<file path="config.mk">
export PLATFORM = sky130hd
export DESIGN_NAME = fp_link_rx_sync_flat
export DESIGN_NICKNAME = d
export VERILOG_FILES = /design/src/rtl/fp_link_pkg.sv /design/src/rtl/fp_link_rx_sync_if.sv /design/src/rtl/fp_link_rx_sync_sync.sv /design/src/rtl/fp_link_rx_sync.sv /design/src/flat_wrapper.sv
export SDC_FILE = /design/constraint.sdc
export NUM_CORES = 1
export LEC_CHECK = 0
export ABC_AREA = 1
export CAP_MARGIN = 20
export CORE_UTILIZATION = 48
export DETAILED_ROUTE_END_ITERATION = 8
export MAX_ROUTING_LAYER = met4
export PLACE_DENSITY_LB_ADDON = 0.15
export SETUP_SLACK_MARGIN = 0.02
export SLEW_MARGIN = 10
export SYNTH_ARGS = -nofsm -noshare
export SYNTH_HDL_FRONTEND = slang
export SYNTH_HIERARCHICAL = 1
export SYNTH_SLANG_ARGS = --single-unit
</file>
<file path="constraint.sdc">
create_clock -name clk -period 1.5 [get_ports clk]
set_clock_uncertainty 0.1 [all_clocks]
set_input_delay 0.3 -clock clk [delete_from_list [all_inputs] [get_ports clk]]
set_output_delay 0.3 -clock clk [all_outputs]
set_load 0.005 [all_outputs]
</file>
<file path="src/rtl/fp_link_pkg.sv">
// Shared dual-rail helpers for the FP link receiver: codeword constants, FSM state type and per-bit decode.
// FP_RX_ILLEGAL_CHK_EN makes 2'b11 count as incomplete rather than as logic 1.
package fp_link_pkg;

  localparam logic [1:0] DR_NULL = 2'b00;
  localparam logic [1:0] DR_ZERO = 2'b01;
  localparam logic [1:0] DR_ONE  = 2'b10;
  localparam logic [1:0] DR_ILL  = 2'b11;

  typedef enum logic {
    RX_IDLE,
    RX_WAIT_NULL
  } rx_state_e;

  // Per-bit helpers; callers reduce them over their own token width.
  function automatic logic dr_is_complete(input logic [1:0] r);
`ifdef FP_RX_ILLEGAL_CHK_EN
    return (r == DR_ZERO) || (r == DR_ONE);
`else
    return r != DR_NULL;
`endif
  endfunction

  function automatic logic dr_is_null(input logic [1:0] r);
    return r == DR_NULL;
  endfunction

  function automatic logic dr_is_illegal(input logic [1:0] r);
    return r == DR_ILL;
  endfunction

  function automatic logic dr_decode(input logic [1:0] r);
    return r[1];
  endfunction

endpackage

</file>
<file path="src/rtl/fp_link_rx_sync_if.sv">
// Link-side and consumer-side signals of the FP receiver; slave is the receiver, master the environment.
interface fp_link_rx_sync_if #(
  parameter int WIDTH = 32
);
  logic [WIDTH-1:0][1:0] in;
  logic                  ack_o;
  logic [WIDTH-1:0]      data_o;
  logic                  valid_o;
  logic                  ready_i;
  logic                  err_o;

  modport slave (
    input  in, ready_i,
    output ack_o, data_o, valid_o, err_o
  );

  modport master (
    output in, ready_i,
    input  ack_o, data_o, valid_o, err_o
  );
endinterface

</file>
<file path="src/rtl/fp_link_rx_sync_sync.sv">
// Plain multi-flop synchroniser, synchronously reset to 0; q lags d by STAGES clocks.
module sync_ff #(
  parameter int WIDTH  = 1,
  parameter int STAGES = 2
) (
  input  logic             clk,
  input  logic             rst,
  input  logic [WIDTH-1:0] d,
  output logic [WIDTH-1:0] q
);

  logic [STAGES-1:0][WIDTH-1:0] ff;

  always_ff @(posedge clk) begin
    if (rst) ff <= '0;
    else     ff <= {ff[STAGES-2:0], d};
  end

  assign q = ff[STAGES-1];

endmodule

</file>
<file path="src/rtl/fp_link_rx_sync.sv">
// Clocked four-phase dual-rail receiver: synchronise rails, detect complete/null, ack, and hold token in a 1-entry slot.
// Optional sticky illegal-codeword flag under FP_RX_ILLEGAL_CHK_EN.
module fp_link_rx_sync
  import fp_link_pkg::*;
#(
  parameter int WIDTH       = 32,
  parameter int SYNC_STAGES = 2
) (
  input logic               clk,
  input logic               rst,
  fp_link_rx_sync_if.slave  bus
);

  logic [2*WIDTH-1:0]    rails_flat;
  logic [2*WIDTH-1:0]    in_s_flat;
  logic [WIDTH-1:0][1:0] in_s;

  assign rails_flat = bus.in;

  sync_ff #(.WIDTH(2*WIDTH), .STAGES(SYNC_STAGES)) u_sync (
    .clk (clk),
    .rst (rst),
    .d   (rails_flat),
    .q   (in_s_flat)
  );

  assign in_s = in_s_flat;

  logic             complete;
  logic             is_null;
  logic [WIDTH-1:0] decoded;

  always_comb begin
    complete = 1'b1;
    is_null  = 1'b1;
    decoded  = '0;
    for (int i = 0; i < WIDTH; i++) begin
      complete   = complete & dr_is_complete(in_s[i]);
      is_null    = is_null & dr_is_null(in_s[i]);
      decoded[i] = dr_decode(in_s[i]);
    end
  end

  rx_state_e        state, state_nxt;
  logic             valid;
  logic [WIDTH-1:0] data;
  logic             capture;

  // Only capture when the slot is free or being drained this very edge.
  assign capture = (state == RX_IDLE) && complete && (!valid || bus.ready_i);

  always_ff @(posedge clk) begin
    if (rst) state <= RX_IDLE;
    else     state <= state_nxt;
  end

  always_comb begin
    state_nxt = state;
    case (state)
      RX_IDLE:      if (capture) state_nxt = RX_WAIT_NULL;
      RX_WAIT_NULL: if (is_null) state_nxt = RX_IDLE;
      default:      state_nxt = RX_IDLE;
    endcase
  end

  // ack is a pure decode of the state register, so it only moves on transitions.
  always_comb begin
    bus.ack_o = (state == RX_WAIT_NULL);
  end

  always_ff @(posedge clk) begin
    if (rst) begin
      valid <= 1'b0;
      data  <= '0;
    end else if (capture) begin
      valid <= 1'b1;
      data  <= decoded;
    end else if (bus.ready_i) begin
      valid <= 1'b0;
    end
  end

  assign bus.valid_o = valid;
  assign bus.data_o  = data;

`ifdef FP_RX_ILLEGAL_CHK_EN
  logic illegal;
  logic err;

  always_comb begin
    illegal = 1'b0;
    for (int i = 0; i < WIDTH; i++) illegal = illegal | dr_is_illegal(in_s[i]);
  end

  always_ff @(posedge clk) begin
    if (rst)          err <= 1'b0;
    else if (illegal) err <= 1'b1;
  end

  assign bus.err_o = err;
`else
  assign bus.err_o = 1'b0;
`endif

endmodule
</file>
<file path="src/flat_wrapper.sv">
// flat-port wrapper written by rule: the top's interface ports become plain ports
module fp_link_rx_sync_flat import fp_link_pkg::*;
#(
  parameter int WIDTH       = 32,
  parameter int SYNC_STAGES = 2
)
  (clk, rst, bus_in, bus_ready_i, bus_ack_o, bus_data_o, bus_valid_o, bus_err_o);
  fp_link_rx_sync_if #(.WIDTH(WIDTH)) bus_i ();
  input logic clk;
  input logic rst;
  input wire logic [$bits(bus_i.in)-1:0] bus_in;
  input wire logic [$bits(bus_i.ready_i)-1:0] bus_ready_i;
  output wire logic [$bits(bus_i.ack_o)-1:0] bus_ack_o;
  output wire logic [$bits(bus_i.data_o)-1:0] bus_data_o;
  output wire logic [$bits(bus_i.valid_o)-1:0] bus_valid_o;
  output wire logic [$bits(bus_i.err_o)-1:0] bus_err_o;
  assign bus_i.in = bus_in;
  assign bus_i.ready_i = bus_ready_i;
  assign bus_ack_o = bus_i.ack_o;
  assign bus_data_o = bus_i.data_o;
  assign bus_valid_o = bus_i.valid_o;
  assign bus_err_o = bus_i.err_o;
  fp_link_rx_sync #(.WIDTH(WIDTH), .SYNC_STAGES(SYNC_STAGES)) u_core (.clk(clk), .rst(rst), .bus(bus_i));
endmodule
</file>
==> reports/metrics.yaml, run 1 <==
timing_worst_setup_path_type: "flop to flop"
power_switching_share_pct: 21.6
detail_route.drc_violations: 0
synth_seq_cells: 162
row_count: 41
postLayoutSetupSlackWorst_ps: -154
first_global_vias: 4203
detailroute.via_count: 4452
top_fanout_value_on_the_critical_path: 8
synth_area_leader_cell: "sky130_fd_sc_hd__dfxtp_1"
pwr-share-comb_pct: 7.3
synthToLayoutAreaGrowth_pct: 30.5
numPortBuffers: 100
worstPathCellList: "inv_2 > nand2_2 > nand2_2 > nor2_4 > buf_6 > nand3_4 > nor2_4 > buf_6 > buf_16 > nand4_1 > nand2_1 > nor2_1"
clk_root_buffer_cell: "sky130_fd_sc_hd__clkbuf_16"
ioPinCount: 102
cts_inserted_buffers: 17
syn_nets: 870
syn-cell-area_um2: 6160
worst-endpoint-required_ps: 1710
tritoncts: "done"
internal-power_mw: 7.26
worst-r2r-cell-count: 12
power.sequential.fraction_pct: 48.8
synthesis.instances: 803
dp_hpwl_um: 7660
synth.avg_cell_area_um2: 7.67
status: "complete, but fails checks"
globalRouteTotalUtil_pct: 18.8
preCtsSetupSlack_ps: -428
initialDrtViolationCount: 183
static-leakage-power_nw: 3.87
cpMaxStageDelayCell: "sky130_fd_sc_hd__dfxtp_1"
synth_ff_type: "sky130_fd_sc_hd__dfxtp_1"
yosys.cell_count.top_type: "sky130_fd_sc_hd__nor2_1"
synth_cell_type_count: 20
synth_area_leaders: "sky130_fd_sc_hd__dfxtp_1, sky130_fd_sc_hd__nor2_1, sky130_fd_sc_hd__inv_1, sky130_fd_sc_hd__buf_4, sky130_fd_sc_hd__nand2_1"
finish.net_count: 970
final_area_um2: 8040
number_of_antenna_violations_at_the_first_check_in_global_routing: 0
power_per_cell_area_nw_per_um2: 1150
p_switching_mw: 2.00
antenna_left: 0
postSynth.asyncResetShare_pct: 0
clock.fmax_ghz: 0.605
timing.critical_path.from_type: "flop"
die-area_um2: 13300
via_per_inst: 4.09
commonest_cells_post_synth: "sky130_fd_sc_hd__nor2_1, sky130_fd_sc_hd__inv_1, sky130_fd_sc_hd__dfxtp_1"
ctsHtreeMaxLevel: 4
timing.final.max_slew_violations: 0
final.fill_count: 1083
hp-class: "input port to flop"
synth_warnings: 6
synth.yosys.seq_area_share_pct: 52.6
critPathArrivalTime_ps: 1860
globalplace.congestion: 0.865
routedWlPerCell_um: 10.2
worstSkewPairLatency_ps: 410
clkSinkCount: 162
drt_pass1_iterations: 4
grt_ovf: 0
floorplan.die.height_um: 115
die_w_um: 115
final_period_minus_worst_setup_slack_ps: 1650
peak_supply_drop_mv: 0.742
starting_density_of_the_core_pct: 49.0
dpl.cell_count: 1035
critPathCaptureType: "flop"
synth_largest_type_area_fraction_pct: 52.6
clk_pin_slew_ps: 60
critical-path-max-stage-delay_ps: 320
detail_route.wirelength_um: 11100
layout-drive-gt1-share_pct: 19.4
synth-edff-count: 0
number_of_inserted_diodes: 0
grt_start_max_net_pins: 65
grt_setup_unrepaired: "true"
post_dp_cell_area_um2: 7090
hold_path_depth: 2
clock_power_share_pct: 43.9
post-route-period-util_pct: 110
whs_ps: 132
layout.cells.non_filler: 1088
grt_pass1_wl_um: 18600
violated_checks: "negative setup slack"
max-clock-path-buffers: 2
setup-violations-final: 33
timing.final.hold_violations: 0
max-cap-violations: 0
fp.coreArea_um2: 12600
==> cell families (layout without fill, tap and decap cells) <==
family / count (synthesis) / count (layout) / synth area share [%]
simple gates: 361 / 362 / 24.2
buf+inv: 277 / 389 / 23.0
flops: 162 / 162 / 52.6
compound gates: 2 / 2 / 0.162
other cells: 1 / 1 / 0.0609
==> what timing repair did <==
item,4_1_cts,5_1_grt
hold buffers,0,0
buffers inserted,13,2
resized for setup,81,27
endpoints found under the setup margin,67,34
pin swaps,21,21
cloned,5,1
==> critical path, delay by kind of cell (launching register included) <==
kind	cells	cell delay, ps
and+or+nand+nor	8	700
DFF	1	320
buffers and inverters	4	420
==> layout make-up <==
class / instances / area [um^2] / share of cell area, %
sequential: 162 / 3270 / 40.7
timing repair buffer: 174 / 1670 / 20.7
multi-input combinational: 365 / 1620 / 20.2
tap: 172 / 215 / 2.68
clock buffer: 21 / 470 / 5.85
clock inverter: 11 / 104 / 1.29
inverter: 183 / 689 / 8.58
==> per-layer routing <==
metal | routed length [um] | track usage [%] | share of wire [%] | vias to the layer above
li1 | - | - | - | 2429
met2 | 5130 | 29.3 | 46 | 103
met3 | 476 | 4.38 | 4.3 | 16
met1 | 5350 | 23.5 | 48 | 1904
met4 | 150 | 7.19 | 1.4 | 0
met5 | 0 | - | 0 | -
==> stage by stage <==
stage	utilization [%]	TNS [ps]	power, mW
floorplan	-	0	5.00
global placement	56.4	-9970	5.24
detailed placement	56.4	-12850	5.25
CTS	63.1	-3770	9.33
global route	64.0	-6880	9.65
finish	64.0	-3750	9.25
==> state kept, by name (all words and copies together), names as in the netlist <==
name / flops
u_core/u_sync/ff: 64
u_core/u_sync/q: 64
u_core/bus.valid_o: 1
u_core/bus.data_o: 32
u_core/bus.ack_o: 1
==> cell usage in the layout, fill, tap and decap left out, drive strengths merged <==
master / count
dfxtp: 162
nor3: 8
nor2: 240
conb: 1
inv: 184
nand4: 32
or2: 2
clkdlybuf4s50: 65
clkinvlp: 5
a21oi: 2
nand2: 75
dlygate4sd2: 33
nand3: 5
bufinv: 1
buf: 75
clkbuf: 22
clkinv: 4
==> power by group through the flow <==
stage,Clock (mW),Combinational (mW),Sequential [mW]
3_5_place_dp,0,0.636,4.61
5_1_grt,4.36,0.756,4.53
2_1_floorplan,0,0.417,4.59
3_3_place_gp,0,0.631,4.61
6_report,4.06,0.672,4.52
4_1_cts,4.15,0.663,4.52
==> final timing paths <==
check	slack [ps]	startpoint	endpoint
setup reg to reg	-150	u_core/u_sync/q[13]$_SDFF_PP0_	u_core/bus.data_o[9]$_SDFFE_PP0P_
hold / removal	130	rst	u_core/u_sync/ff[57]$_SDFF_PP0_
hold reg to reg	290	u_core/u_sync/ff[51]$_SDFF_PP0_	u_core/u_sync/q[51]$_SDFF_PP0_
setup / recovery	-150	u_core/u_sync/q[13]$_SDFF_PP0_	u_core/bus.data_o[9]$_SDFFE_PP0P_
Note: power is estimated with default switching activity, not from simulation.
==> run 2, diff against run 1 <==
Settings changed: CORE_ASPECT_RATIO set to 1.4, RECOVER_POWER set to 25.
==> run 2 against run 1 <==
The run ends with design-rule violations, negative setup slack left; combinational power fell by 7.3%; count of clock-buffer cells in the layout shrank 1; via count decreased by 1.5%; cell count down 4.4%; clock power is 7.6% higher; register-to-register slack about the same; global-route usage fell by 1.1 points; highest routed layer unchanged.
==> reports/metrics.yaml, run 2 (same netlist as run 1, synthesis figures left out) <==
status: "complete, but fails checks"
violated_checks: "design-rule violations, negative setup slack"
dpl.cell_count: 998  # -3.6%
number_of_inserted_diodes: 0  # unchanged
critPathArrivalTime_ps: 1890  # +30 ps
detail_route.drc_violations: 14  # +14
timing_worst_setup_path_type: "flop to flop"
drt_pass1_iterations: 8  # +4
max-clock-path-buffers: 2  # unchanged
postLayoutSetupSlackWorst_ps: -140  # +13.3 ps
crit_start: "u_core/u_sync/q[19]$_SDFF_PP0_"
final_period_minus_worst_setup_slack_ps: 1640  # -13.3 ps
final.fill_count: 1098  # +1.4%
starting_density_of_the_core_pct: 49.6  # +0.54 points
whs_ps: 240  # +108 ps
final_area_um2: 7880  # -2.0%
clk_root_buffer_cell: "sky130_fd_sc_hd__clkbuf_16"
hold_path_depth: 3  # +1
layout-drive-gt1-share_pct: 21.8  # +2.4 points
grt_pass1_wl_um: 18000  # -3.3%
critPathCaptureType: "flop"
worstSkewPairLatency_ps: 410  # about the same
fp.coreArea_um2: 12400  # -1.1%
grt_ovf: 0  # unchanged
post_dp_cell_area_um2: 6970  # -1.6%
via_per_inst: 4.21  # +3.0%
timing.final.hold_violations: 0  # unchanged
hp-class: "input port to flop"
detailroute.via_count: 4383  # -1.5%
ctsHtreeMaxLevel: 4  # unchanged
clock.fmax_ghz: 0.610  # +0.81%
grt_start_max_net_pins: 87  # +34%
globalplace.congestion: 0.798  # -7.8%
peak_supply_drop_mv: 0.718  # -3.2%
finish.net_count: 945  # -2.6%
clk_pin_slew_ps: 60  # about the same
top_fanout_value_on_the_critical_path: 16  # +8
number_of_antenna_violations_at_the_first_check_in_global_routing: 0  # unchanged
antenna_left: 0  # unchanged
timing.rr.start: "u_core/u_sync/q[19]$_SDFF_PP0_"
final_common_cell: "sky130_fd_sc_hd__nor2_1"
row_count: 48  # +17%
dp_hpwl_um: 7820  # +2.1%
timing.final.max_slew_violations: 0  # unchanged
first_global_vias: 4150  # -1.3%
floorplan.die.height_um: 136  # +18%
grt_setup_unrepaired: "true"
hold_path.startpoint: "rst"
timing.critical_path.from_type: "flop"
tritoncts: "done"
cts_inserted_buffers: 17  # unchanged
globalRouteTotalUtil_pct: 17.7  # -1.1 points
clkSinkCount: 162  # unchanged
die_w_um: 97.8  # -15%
static-leakage-power_nw: 3.80  # -1.9%
post-route-period-util_pct: 109  # -0.89 points
routedWlPerCell_um: 10.8  # +6.1%
layout.cells.non_filler: 1040  # -4.4%
setup-violations-final: 33  # unchanged
power_per_cell_area_nw_per_um2: 1210  # +4.9%
max-cap-violations: 0  # unchanged
worst-endpoint-required_ps: 1750  # +40 ps
initialDrtViolationCount: 195  # +6.6%
synthToLayoutAreaGrowth_pct: 27.9
worst-r2r-cell-count: 11  # -1
mostFrequentLayoutCells: "sky130_fd_sc_hd__nor2_1, sky130_fd_sc_hd__inv_1, sky130_fd_sc_hd__dfxtp_1"
die-area_um2: 13300  # about the same
ioPinCount: 102  # unchanged
numPortBuffers: 100  # unchanged
detail_route.wirelength_um: 11300  # +1.4%
## run 2: cell count changes in the layout (fill, tap and decap cells not counted), moves of 7 or more
| cell | delta |
|---|---|
| sky130_fd_sc_hd__dfxtp_1 | -19 |
| sky130_fd_sc_hd__dfxtp_2 | +19 |
| sky130_fd_sc_hd__nor2_2 | +18 |
| sky130_fd_sc_hd__nor2_1 | -19 |
| sky130_fd_sc_hd__dlygate4sd3_1 | +17 |
| sky130_fd_sc_hd__buf_6 | -7 |
| sky130_fd_sc_hd__clkdlybuf4s50_1 | -17 |
| sky130_fd_sc_hd__buf_4 | -17 |
## run 2: repair_timing
action	CTS	global route
hold buffers	0	0
pin swaps	0	16
gates resized for setup	53	81
setup endpoints to repair	67	34
buffers inserted	0	7
gates cloned	0	4
## run 2: path summary, 6_finish.rpt
kind | end | slack [ps]
max | u_core/bus.data_o[11]$_SDFFE_PP0P_ | -140
max reg2reg | u_core/bus.data_o[11]$_SDFFE_PP0P_ | -140
min | u_core/u_sync/q[58]$_SDFF_PP0_ | 240
min reg2reg | u_core/u_sync/q[13]$_SDFF_PP0_ | 290
## run 2: critical path, stage by stage (launching register included)
cell	delay [ps]
sky130_fd_sc_hd__dfxtp_2	320
sky130_fd_sc_hd__inv_2	30
sky130_fd_sc_hd__nand2_2	60
sky130_fd_sc_hd__nand2_1	60
sky130_fd_sc_hd__nor2_2	140
sky130_fd_sc_hd__inv_1	60
sky130_fd_sc_hd__nor2_2	140
sky130_fd_sc_hd__nand3_2	120
sky130_fd_sc_hd__nor2_4	190
sky130_fd_sc_hd__clkbuf_16	210
sky130_fd_sc_hd__nor2_1	50
sky130_fd_sc_hd__nor2_1	100
## run 2: layout make-up
class | count | area, um^2 | share of cell area (%)
clock buffer | 20 | 457 | 5.79
clock inverter | 11 | 154 | 1.95
inverter | 183 | 687 | 8.72
multi-input combinational | 364 | 1650 | 21.0
sequential | 162 | 3300 | 41.8
tap | 150 | 188 | 2.38
timing repair buffer | 150 | 1450 | 18.4
## run 2: metal layers
metal,global-route usage [%],vias up,part of all wire [%]
li1,-,2379,-
met1,19.5,1910,44
met2,31.0,81,52
met3,3.91,13,3.3
met4,7.07,0,1.3
met5,-,-,0
## run 2: report_power, final
group,switching [mW],internal [mW]
logic,0.293,0.329
registers,0.0548,4.47
clock network,1.65,2.71
total,2.00,7.51
## run 2: metrics by stage
step	TNS [ps]	setup slack (ps)	utilization, %	power [mW]
2_1_floorplan	0	3.14	-	5.00
3_3_place_gp	-3420	-110	56.1	5.20
3_5_place_dp	-3930	-152	56.1	5.21
4_1_cts	-2300	-94.8	60.9	9.57
5_1_grt	-7840	-263	63.4	9.90
6_report	-3440	-140	63.4	9.52
==> RTL edit 1 (config.mk and constraints of run 2) <==
`WIDTH` is set to 32 in 3 places; all go to 48.
--- a/src/rtl/fp_link_rx_sync_if.sv
+++ b/src/rtl/fp_link_rx_sync_if.sv
@@ -1,5 +1,5 @@
 // Link-side and consumer-side signals of the FP receiver; slave is the receiver, master the environment.
 interface fp_link_rx_sync_if #(
-  parameter int WIDTH = 32
+  parameter int WIDTH = 48
 );
   logic [WIDTH-1:0][1:0] in;
--- a/src/rtl/fp_link_rx_sync.sv
+++ b/src/rtl/fp_link_rx_sync.sv
@@ -4,5 +4,5 @@
   import fp_link_pkg::*;
 #(
-  parameter int WIDTH       = 32,
+  parameter int WIDTH       = 48,
   parameter int SYNC_STAGES = 2
 ) (
--- a/src/flat_wrapper.sv
+++ b/src/flat_wrapper.sv
@@ -2,5 +2,5 @@
 module fp_link_rx_sync_flat import fp_link_pkg::*;
 #(
-  parameter int WIDTH       = 32,
+  parameter int WIDTH       = 48,
   parameter int SYNC_STAGES = 2
 )
Ports: changed (resized bus_data_o and bus_in); port bits go from 102 to 150. The function was not compared with the original's and may differ.
==> RTL edit 1 against run 2 <==
- the flow finishes with violations (negative setup slack)
- sequential cell count rose by 80
- power rose by 40%
- clock power rose by 31%
- largest power group unchanged
- worst setup slack got worse by 0.081 ns
- highest routed layer unchanged
- wire length rose by 57%
- synthesized cell count rose by 58%
- via count rose by 53%
- design area rose by 52%
- synthesized area rose by 52%
==> RTL edit 1: results (changes against run 2) <==
[synthesis]
ys_ff_latch = 242  ; +49%
yosysSeqAreaShare_pct = 51.6  ; -1.0 points
synth_nets = 1366  ; +57%
syn_inst = 1267  ; +58%
yosysUniqueCellTypes = 18  ; -10%

[hold_path]
hold_end = u_core/bus.data_o[5]
min_path_cells = 4  ; +1

[route]
drtPass1Iterations = 4  ; -4
vias = 6705  ; +53%
wl_met3_um = 764  ; +100%
wl_per_cell_um = 10.8  ; -0.35%
first_iter_violations = 320  ; +64%
wl_met1_um = 6980  ; +41%

[global_routing]
grt_pass1_vias = 5943  ; +43%
grt_max_degree = 64  ; -26%
met3_usage_pct = 2.38  ; -1.5 points
grt_pass1_wl_um = 27400  ; +53%

[outcome]
violations = negative setup slack
status = complete, but fails checks

[sta]
setup_ws_ns = -0.221  ; -0.0805 ns
setup_violations = 62  ; +88%
timing.hold.ws_ns = 0.0493  ; -0.191 ns

[layout]
final_layout_size_suffix_gt1_share_pct = 17.5  ; -4.3 points
final_nets = 1480  ; +57%

[worst_setup_path]
ff2ff_path_depth = 12  ; +1
slowest_stage = dfxtp_1
critPathLaunch = u_core/u_sync/q[6]

[pwr]
ir_drop_mv = 0.887  ; +24%
cellLeakagePower_nw = 5.77  ; +52%

[clock_tree]
worstSkewPairLatency_ns = 0.49  ; +0.08 ns
ctsLongestPathBuffers = 3  ; +1
numCtsBuffers = 22  ; +5
htree_levels = 1  ; -3

[placed_design]
place_inst = 1591  ; +59%
hpwl_um = 12000  ; +53%
place_congestion = 0.817  ; +2.4%

RTL edit 1: changes by cell type after synthesis, moves of 10 or more:
cell             run 2  this run
nor2_1             234       310
dfxtp_1            162       242
inv_1              171       353
inv_2               12         0
nand2_1             73       144
buf_4               67        97
clkbuf_1             5        15
nand4_1             32        48
RTL edit 1: through the flow:
step | total power [mW] | worst slack (ns) | area (um2) | util (%) | setup TNS [ns]
2_1_floorplan | 7.46 | -0.0625 | 9410 | - | -2.41
3_3_place_gp | 7.77 | -0.318 | 10800 | 56.1 | -15.06
3_5_place_dp | 7.78 | -0.336 | 10800 | 56.1 | -15.14
4_1_cts | 13.5 | -0.222 | 11600 | 60.6 | -9.60
5_1_grt | 13.9 | -0.348 | 12000 | 62.2 | -27.93
6_report | 13.4 | -0.221 | 12000 | 62.2 | -11.53
RTL edit 1: timing repair:
| item | in CTS | in global routing |
|---|---|---|
| setup endpoints to repair | 100 | 82 |
| cloned | 1 | 5 |
| hold endpoints to repair | 0 | 0 |
| buffers inserted | 4 | 6 |
| pin swaps | 6 | 20 |
| gates resized for setup | 125 | 118 |
RTL edit 1: where the power goes:
group	switching (mW)	internal, mW	leakage, nW
Sequential	0.0749	6.67	2.01
Clock	2.24	3.48	0.368
Combinational	0.410	0.489	3.39
RTL edit 1: layout make-up:
type	instances	area, um2
repair buffers	233	2310
flip-flops and latches	242	4900
clock inverters	6	109
inverters	353	1330
multi-input cells	529	2360
well taps	248	310
fillers	1779	7260
clock buffers	28	634
RTL edit 1: worst register-to-register path, cell delays in order, from the launching register on:
cell	delay (ns)
dfxtp_1	0.32
inv_2	0.04
nand2_2	0.06
o21ai_2	0.07
nor2_2	0.16
nand3_4	0.10
nor2_4	0.13
buf_6	0.12
nand3_4	0.14
clkbuf_16	0.22
nand2_1	0.07
inv_1	0.04
nor2_1	0.09
==> RTL edit 2 (flow settings as in run 2) <==
Without the edit above. The option `FP_RX_ILLEGAL_CHK_EN` is turned on by a define.
--- a/src/rtl/fp_link_pkg.sv
+++ b/src/rtl/fp_link_pkg.sv
@@ -1,4 +1,6 @@
 // Shared dual-rail helpers for the FP link receiver: codeword constants, FSM state type and per-bit decode.
 // FP_RX_ILLEGAL_CHK_EN makes 2'b11 count as incomplete rather than as logic 1.
+`define FP_RX_ILLEGAL_CHK_EN
+
 package fp_link_pkg;
 
Behaviour: not the same (Yosys sat finds a counterexample within 4 cycles, from zero or initial values and one cycle with rst high).
==> RTL edit 2 against run 2 <==
- the flow finishes with violations (negative setup slack)
- critical path type unchanged
- core utilization up 3.9 points
- synthesized area up 14%
- critical path depth up 1
- power increased by 7.2%
- design area rose by 23%
- worst hold slack got worse by 0.026 ns
- synthesized cell count grew 12%
- die area increased by 14%
- wire length is 29% higher
- sequential cell count increased by 1
- count of clock-buffer cells in the layout decreased by 2
- worst setup slack worse by 0.27 ns
- via count rose by 18%
==> RTL edit 2: results (changes against run 2) <==
[layout]
ff_latch_area_um2 = 3340  ; +1.4%
num-multi-input-gates = 414  ; +14%
multi_input_area_um2 = 2820  ; +70%
clk_share_pct = 6.78  ; -0.97 points
num-fill-cells = 1153  ; +5.0%

[sta]
setup_ws_ns = -0.415  ; -0.274 ns
setup_violations = 36  ; +9.1%

[outcome]
status = complete, but fails checks
violations = negative setup slack

[pwr]
powerClk_mw = 4.78  ; +9.4%
swShare_pct = 21.9  ; +0.89 points
p_clk_share_pct = 46.8  ; +0.9 points
p_comb_mw = 0.845  ; +36%

[route]
vias_per_cell = 4.27  ; +1.4%
wl_per_cell_um = 12.0  ; +11%
drtPass1Iterations = 4  ; -4

[placed_design]
place_inst = 1171  ; +17%
place_congestion = 0.763  ; -4.3%
post-place-ws_ns = -0.355  ; -0.204 ns

[global_routing]
grt_max_degree = 54  ; -38%
grt_pass1_vias = 5029  ; +21%
grt_pass1_wl_um = 22900  ; +27%

[worst_setup_path]
critPathMaxFanout = 5  ; -11
r2r_start = u_core/u_sync/q[46]

[synthesis]
synthAdderAreaFrac_pct = 11.4  ; +11 points
synth_nets = 1027  ; +18%

## RTL edit 2: routing by layer
layer	global-route usage [%]	vias to the layer above	part of all wire (%)
met4	6.43	0	2.0
li1	-	2690	-
met5	-	-	0
met2	35.2	106	52
met3	4.21	20	3.9
met1	21.8	2362	42
## RTL edit 2: path summary, 6_finish.rpt
check	end	slack [ns]	cells after the start
setup / recovery	u_core/bus.data_o[21]	-0.41	12
hold / removal	u_core/u_sync/q[3]	0.21	3
setup reg to reg	u_core/bus.data_o[21]	-0.41	12
hold reg to reg	u_core/u_sync/q[22]	0.29	2
## RTL edit 2: stage by stage
| step | instance area [um2] | hold WS (ns) |
|---|---|---|
| finish | 9670 | 0.214 |
| floorplan | 7060 | 0.262 |
| global placement | 8200 | 0.290 |
| global route | 9670 | 0.226 |
| CTS | 9330 | 0.223 |
| detailed placement | 8200 | 0.293 |
